File: src/rtl/mem_arb_pkg.sv
// Shared encodings and widths for the I/D memory arbiter.
package mem_arb_pkg;

    typedef enum logic [1:0] {
        IDLE = 2'b00,
        BUSY = 2'b01,
        RESP = 2'b10
    } state_t;

    localparam logic GNT_I = 1'b0;
    localparam logic GNT_D = 1'b1;

    // Sized for LATENCY up to 15 and MAX_STREAK up to 7.
    localparam int CNT_W    = 4;
    localparam int STREAK_W = 3;

endpackage

File: src/rtl/mem_arb_pick.sv
// Winner selection between I and D with a streak limit that keeps I from starving.
module mem_arb_pick
    import mem_arb_pkg::*;
#(
    parameter int MAX_STREAK = 2
) (
    input  logic                clk,
    input  logic                rst,
    input  logic                i_req,
    input  logic                d_req,
    input  logic                accept,
    output logic                grant,
    output logic [STREAK_W-1:0] streak
);

    logic at_limit;

    assign at_limit = (streak == STREAK_W'(MAX_STREAK));

    // D wins unless I is waiting and D has already used up its streak.
    always_comb begin
        grant = GNT_I;
        if (d_req && !(i_req && at_limit)) begin
            grant = GNT_D;
        end else begin
            grant = GNT_I;
        end
    end

    // Count consecutive D grants that left I waiting, saturating at the limit.
    always_ff @(posedge clk) begin
        if (rst) begin
            streak <= {STREAK_W{1'b0}};
        end else if (accept) begin
            if ((grant == GNT_D) && i_req) begin
                streak <= at_limit ? streak : (streak + STREAK_W'(1));
            end else begin
                streak <= {STREAK_W{1'b0}};
            end
        end else begin
            streak <= streak;
        end
    end

endmodule

File: src/rtl/mem_arbiter.sv
// Shares one fixed-latency single-port memory between instruction fetch (I)
// and data access (D); one transaction at a time, done pulse on completion.
module mem_arbiter
    import mem_arb_pkg::*;
#(
    parameter int LATENCY    = 4,
    parameter int MAX_STREAK = 2
) (
    input  logic        clk,
    input  logic        rst,
    input  logic        i_req,
    input  logic [15:0] i_addr,
    output logic        i_done,
    output logic [15:0] i_rdata,
    input  logic        d_req,
    input  logic        d_wr,
    input  logic [15:0] d_addr,
    input  logic [15:0] d_wdata,
    output logic        d_done,
    output logic [15:0] d_rdata,
    output logic        mem_en,
    output logic        mem_wr,
    output logic [15:0] mem_addr,
    output logic [15:0] mem_wdata,
    input  logic [15:0] mem_rdata,
    output logic        busy
);

    state_t             state;
    state_t             next_state;
    logic [CNT_W-1:0]   cnt;
    logic               gnt;
    logic               win;
    logic               accept;
    logic               last_beat;
    logic               lat_wr;
    logic [15:0]        lat_addr;
    logic [15:0]        lat_wdata;
    logic               win_wr;
    logic [15:0]        win_addr;
    logic [15:0]        win_wdata;

    assign last_beat = (cnt == CNT_W'(LATENCY - 1));
    assign win_addr  = (win == GNT_D) ? d_addr  : i_addr;
    assign win_wdata = (win == GNT_D) ? d_wdata : 16'h0000;
    assign win_wr    = (win == GNT_D) ? d_wr    : 1'b0;

    // Latched transaction drives the memory bus directly so it cannot move mid-access.
    assign mem_addr  = lat_addr;
    assign mem_wdata = lat_wdata;

    mem_arb_pick #(
        .MAX_STREAK (MAX_STREAK)
    ) u_pick (
        .clk    (clk),
        .rst    (rst),
        .i_req  (i_req),
        .d_req  (d_req),
        .accept (accept),
        .grant  (win),
        .streak ()
    );

    // State register.
    always_ff @(posedge clk) begin
        if (rst) begin
            state <= IDLE;
        end else begin
            state <= next_state;
        end
    end

    // Next-state logic; requests are only looked at while idle.
    always_comb begin
        next_state = state;
        accept     = 1'b0;
        case (state)
            IDLE: begin
                if (i_req || d_req) begin
                    next_state = BUSY;
                    accept     = 1'b1;
                end else begin
                    next_state = IDLE;
                end
            end
            BUSY: begin
                if (last_beat) begin
                    next_state = RESP;
                end else begin
                    next_state = BUSY;
                end
            end
            RESP:    next_state = IDLE;
            default: next_state = IDLE;
        endcase
    end

    // Transaction latches, beat counter, read capture and registered outputs.
    always_ff @(posedge clk) begin
        if (rst) begin
            cnt       <= {CNT_W{1'b0}};
            gnt       <= GNT_I;
            lat_wr    <= 1'b0;
            lat_addr  <= 16'h0000;
            lat_wdata <= 16'h0000;
            mem_en    <= 1'b0;
            mem_wr    <= 1'b0;
            busy      <= 1'b0;
            i_done    <= 1'b0;
            d_done    <= 1'b0;
            i_rdata   <= 16'h0000;
            d_rdata   <= 16'h0000;
        end else begin
            busy   <= (next_state != IDLE);
            mem_en <= (next_state == BUSY);
            i_done <= (state == BUSY) && last_beat && (gnt == GNT_I);
            d_done <= (state == BUSY) && last_beat && (gnt == GNT_D);
            if (accept) begin
                lat_addr  <= win_addr;
                lat_wdata <= win_wdata;
                lat_wr    <= win_wr;
                gnt       <= win;
                mem_wr    <= win_wr;
                cnt       <= {CNT_W{1'b0}};
            end else begin
                mem_wr <= lat_wr && (next_state == BUSY);
                cnt    <= (state == BUSY) ? (cnt + CNT_W'(1)) : {CNT_W{1'b0}};
            end
            // mem_rdata is only guaranteed on the final beat.
            if ((state == BUSY) && last_beat && !lat_wr) begin
                if (gnt == GNT_D) begin
                    d_rdata <= mem_rdata;
                end else begin
                    i_rdata <= mem_rdata;
                end
            end
        end
    end

endmodule

File: config.mk
export PLATFORM = sky130hd
export DESIGN_NAME = mem_arbiter
export DESIGN_NICKNAME = d
export VERILOG_FILES = /design/src/rtl/mem_arb_pkg.sv /design/src/rtl/mem_arb_pick.sv /design/src/rtl/mem_arbiter.sv
export SDC_FILE = /design/constraint.sdc
export NUM_CORES = 1
export LEC_CHECK = 0
export BUFFER_PORTS_ARGS = -buffer_cell sky130_fd_sc_hd__buf_2
export CORE_UTILIZATION = 43
export DETAILED_ROUTE_END_ITERATION = 10
export PLACE_DENSITY = 0.87
export SETUP_SLACK_MARGIN = 0.2
export SLEW_MARGIN = 30
export SYNTH_ARGS = -nofsm -noshare
export SYNTH_HDL_FRONTEND = slang
export SYNTH_HIERARCHICAL = 1
export SYNTH_SLANG_ARGS = --single-unit
File: constraint.sdc
create_clock -name clk -period 2.07 [get_ports clk]
set_input_delay 0.5175 -clock clk [delete_from_list [all_inputs] [get_ports clk]]
set_output_delay 0.5175 -clock clk [all_outputs]
set_load 0.02 [all_outputs]
Word-level counts from Yosys, hierarchy flattened
Index checks and enable logic that the tools add are counted.
- flip-flop bits (word level): 80
- output and inout port bits: 69
- add/sub/neg operators: 2
- eq/ne operators: 5
- muxes and demuxes: 12
- bitwise operators: 2
- reduce and logical (&&, ||, !) cells: 17
- operators with widths (kind ; number):
    2-to-1 mux 16 bit ; 2
    logical AND 1 bit ; 8
    2-to-1 mux 1 bit ; 6
    2-to-1 mux 3 bit ; 2
    AND reduction 2 bit ; 3
    adder 4 x 1 -> 4 bit, second input constant ; 1
    equality test 2 x 1 -> 1 bit, second input constant ; 2
    equality test 4 x 2 -> 1 bit, second input constant ; 1
    one-hot mux 2 bit (2 select lines) ; 1
    adder 3 x 1 -> 3 bit, second input constant ; 1
    equality test 3 x 2 -> 1 bit, second input constant ; 1
    OR reduction 3 bit ; 1
    logical NOT 1 bit ; 2
    logical NOT 2 bit ; 1
    2-to-1 mux 2 bit ; 1
    inequality test 2 bit, second input constant ; 1
    NOT 1 bit ; 2
    nonzero test 2 bit ; 1
    logical OR 1 bit ; 1

Depth between registers and ports, before layout
- depth after elaboration: 8
- gate-level depth with buffers: 8
- mapped depth without buffers: 7

By module
Netlist, hierarchy kept.
- modules (own cells, without submodules) (module ; times used ; cells an instance ; area each (um^2) ; sequential area each (um^2)):
    mem_arbiter ; 1 ; 319 ; 3143.0 ; 1541.5
    mem_arb_pick ; 1 ; 17 ; 163.9 ; 60.1

Least setup slack after synthesis
Ideal clock, no wire load.
- path kind: input-to-reg
- start point: input port d_req
- end point: register u_pick.streak[1]
- arrival: 1.979 ns
- data required time: 1.967 ns
- setup slack: -0.013 ns
- stages: 7
- path buffers: 2
- cells stage by stage: or2_2 -> clkbuf_1 -> nand2_1 -> clkinv_1 -> buf_1 -> o21a_1 -> a2111oi_2
- elaborated cells between the ends (all ways): 9
- classes of those cells: 1 x eq/ne; 4 x mux; 4 x reduce/logical
- RTL lines (what ; RTL line ; RTL):
    start: declaration ; mem_arbiter.sv:15 ; input logic d_req,
    logical OR 1 bit ; mem_arbiter.sv:79 ; if (i_req || d_req) begin
    2-to-1 mux 1 bit ; mem_arbiter.sv:79 ;
    2-to-1 mux 1 bit ; mem_arbiter.sv:77 ; case (state)
    via accept ; mem_arbiter.sv:34 ; logic accept;
    AND reduction 2 bit (no line) ; -- ;
    end signal: assignment ; mem_arb_pick.sv:36 ; streak <= at_limit ? streak : (streak + STREAK_W'(1));
    end signal: assignment ; mem_arb_pick.sv:38 ; streak <= {STREAK_W{1'b0}};
    end signal: assignment ; mem_arb_pick.sv:41 ; streak <= streak;
    end: declaration ; mem_arb_pick.sv:13 ; output logic [STREAK_W-1:0] streak
The timed path passes the listed nets, and every way through them passes these cells.
A chain may end at the register's enable or synchronous reset.

Worst setup path after layout
- start point: register cnt[0]
- end point: register d_rdata[5]
- word-level cells in the longest chain between the ends: 4
- RTL lines (what ; RTL line ; RTL):
    start: declaration ; mem_arbiter.sv:31 ; logic [CNT_W-1:0] cnt;
    start signal: assignment ; mem_arbiter.sv:101 ; cnt <= {CNT_W{1'b0}};
    start signal: assignment ; mem_arbiter.sv:124 ; cnt <= {CNT_W{1'b0}};
    start signal: assignment ; mem_arbiter.sv:127 ; cnt <= (state == BUSY) ? (cnt + CNT_W'(1)) : {CNT_W{1'b0}};
    equality test 4 x 2 -> 1 bit ; mem_arbiter.sv:43 ; assign last_beat = (cnt == CNT_W'(LATENCY - 1));
    logical AND 1 bit (2 in a row) ; mem_arbiter.sv:130 ; if ((state == BUSY) && last_beat && !lat_wr) begin
    AND reduction 2 bit (no line) ; -- ;
    end signal: assignment ; mem_arbiter.sv:132 ; d_rdata <= mem_rdata;
    end: declaration ; mem_arbiter.sv:20 ; output logic [15:0] d_rdata,
No other way between the ends.

==> reports/metrics.yaml <==
maxSlewViolCount: 0
die_h_um: 89.7
crit_chain: "ha_4, or3b_4, or4_4, mux2i_1"
max-cap-violations: 0
period_share_pct: 89.1
fin_util_pct: 58.6
ant_nets: 0
synth_top_area_share_pct: 48.4
grt_pass1_wl_um: 12200
slowest_delay_ns: 0.65
end_kind: "flip-flop"
fp.dieW_um: 89.7
yosys_warnings: 6
syn2layout_area_growth_pct: 29.9
yosysTopAreaCell: "dfxtp_1"
grt-ovfl-total: 0
dpl.hpwl_um: 5540
cp_slowest_cell: "or4_4"
cts.sinks: 80
layout_common_cells: "buf_2, dfxtp_1, nand2b_1"
port_buffers: 137
hp-class: "input pin to flip-flop"
die_area_mm2: 0.00805
syn_nets: 408
dr.first_iter.drc_count: 52
cp_top_family: "simple AND/OR/NAND/NOR gates"
antenna_found_initial: 0
seq_area_frac_synth_pct: 48.4
via_count: 2929
synth_area_per_cell_um2: 9.84
path_buf_inv: 0
wire_per_inst_um: 14.0
drt_drc_violations_left: 0
mostFrequentLayoutCell: "buf_2"
tightestPinTransition_ns: 0.541
ys_seq_elements: 80
p_per_area_mw_per_mm2: 722
drtPass1Iterations: 4
regArea_mm2: 0.00160
syn_inst: 336
ys_top_cells_by_area: "dfxtp_1, mux2i_1, nand2b_1"
start_util_pct: 45.1
cts_tree: "yes"
clk_pin_slew_ns: 0.08
cp.required_ns: 2.29
diodes: 0
grt_usage_pct: 19.7
relSlewSlack_pct: 63.9
ff2ff_path_depth: 4
synth_cell_types: 33
vdd.ir_drop.worst_v: 0.000314
num-fill-cells: 638
num_rows: 31
setup_viol: 0
critical_path_class: "flip-flop to flip-flop"
status: "finished, final reports clean"
fin_tns_setup_ns: 0
routed_wl_um: 8000
design.core.area_mm2: 0.00733
finalClockSkew_ns: 0.0116
routed_via_density: 5.11
min_path_cells: 3
nets: 541
p_leak_nw: 2.00
crit_cells: 4
start_kind: "flip-flop"
finalHoldViolations: 0
fin_crit_ns: 1.85
grt_max_degree: 44
rsz0062_at_grt: "true"
multi_input_area_mm2: 0.00159
holdWs_ns: 0.448
cts_buffers: 9
clockRootBuffer: "clkbuf_8"
cts.path.max_buffers: 2
worstPathMaxFanout: 8
grt_pass1_vias: 2772
worstSkewPairLatency_ns: 0.34
final_layout_size_suffix_gt1_share_pct: 37.1
cts-htree-levels: 3
synth_area_mm2: 0.00331
max_freq_mhz: 542
worst_ep_arrival_time_ns: 2.06
routabilityCongestion: 0.726
io_pins: 138
cell usage after synthesis:
| cell type | number |
|---|---|
| a211oi_1 | 16 |
| nor2b_1 | 1 |
| buf_4 | 1 |
| xor2_1 | 2 |
| buf_8 | 1 |
| or3b_1 | 1 |
| buf_1 | 3 |
| or2_2 | 2 |
| or2_1 | 1 |
| mux2i_1 | 48 |
| clkbuf_1 | 22 |
| a21oi_1 | 37 |
| nor2_1 | 8 |
| nor4_4 | 1 |
| xnor2_1 | 2 |
| ha_1 | 3 |
| or4_4 | 1 |
| nand2_1 | 5 |
| or3_1 | 1 |
| dfxtp_1 | 80 |
| o21ai_0 | 17 |
| buf_6 | 2 |
| o21a_1 | 1 |
| nand3_1 | 2 |
| nor3_1 | 4 |
| nand2b_1 | 50 |
| a2111oi_2 | 1 |
| nand4_1 | 16 |
| clkinv_1 | 1 |
| inv_1 | 3 |
| o21ai_1 | 1 |
| o32ai_1 | 1 |
| a21boi_0 | 1 |
sequential cells by signal, indices dropped and copies added, names as in the netlist:
register       cells
d_rdata           16
i_rdata           16
mem_addr          16
mem_wdata         16
cnt                4
u_pick/streak      3
state              2
busy               1
d_done             1
gnt                1
i_done             1
lat_wr             1
mem_en             1
mem_wr             1
cells by family (layout without fill, tap and decap cells):
kind of cell	count (synthesis)	count (layout)	synth area share, %
flip-flops	80	80	48.4
adder cells (fa/ha/maj)	3	3	1.14
XOR/XNOR	4	4	1.06
AO/OA/AOI/OAI	75	75	13.1
multiplexers	48	48	14.5
AND/OR/NAND/NOR	93	94	17.1
buffers and inverters	33	170	4.65
metrics by stage:
stage	instance area [um^2]	total power, mW	cells	setup WS (ns)
6_report	4300	3.10	573	0.225
5_1_grt	4300	3.25	573	0.167
4_1_cts	4270	3.12	571	0.222
3_5_place_dp	4110	2.15	555	0.165
3_3_place_gp	4110	2.13	555	0.251
2_1_floorplan	3330	1.96	336	0.0846
per-layer routing:
| metal | share of wire [%] | GRT usage [%] |
|---|---|---|
| met1 | 45 | 22.6 |
| met2 | 48 | 35.7 |
| met3 | 6.8 | 4.94 |
| met4 | 0.86 | 6.35 |
| met5 | 0 | 0 |
power by group:
| group | switching [mW] | leakage [nW] | internal (mW) |
|---|---|---|---|
| Sequential | 0.0372 | 0.653 | 1.60 |
| Clock | 0.547 | 0.0793 | 0.434 |
| Combinational | 0.281 | 1.27 | 0.199 |
| Total | 0.866 | 2.00 | 2.24 |
final timing paths:
kind                                                   to  slack, ns                startpoint
worst max-delay path              d_rdata[5]$_SDFFE_PP0P_       0.22         cnt[0]$_SDFF_PP0_
worst min-delay path            mem_wdata[7]$_SDFFE_PP0P_       0.45                d_wdata[7]
worst max register to register    d_rdata[5]$_SDFFE_PP0P_       0.22         cnt[0]$_SDFF_PP0_
worst min register to register   i_rdata[12]$_SDFFE_PP0P_       0.47  i_rdata[12]$_SDFFE_PP0P_
worst register-to-register path, delay by kind of cell, from the launching register on:
kind | cells | cell delay [ns]
simple gates | 2 | 1.07
flops | 1 | 0.36
mux | 1 | 0.17
fa+ha+maj | 1 | 0.14
timing repair:
item,4_1_cts,5_1_grt
hold buffers,0,0
buffers inserted,0,1
resized for setup,0,2
endpoints found under the setup margin,0,12
cell type report:
type,instances,share of cell area (%)
Sequential cell,80,37.3
Multi-Input combinational cell,224,37.1
Timing Repair Buffer,150,18.5
Clock buffer,11,3.06
Tap cell,99,2.88
Clock inverter,5,0.786
Inverter,4,0.350
(Power assumes the default switching activity.)
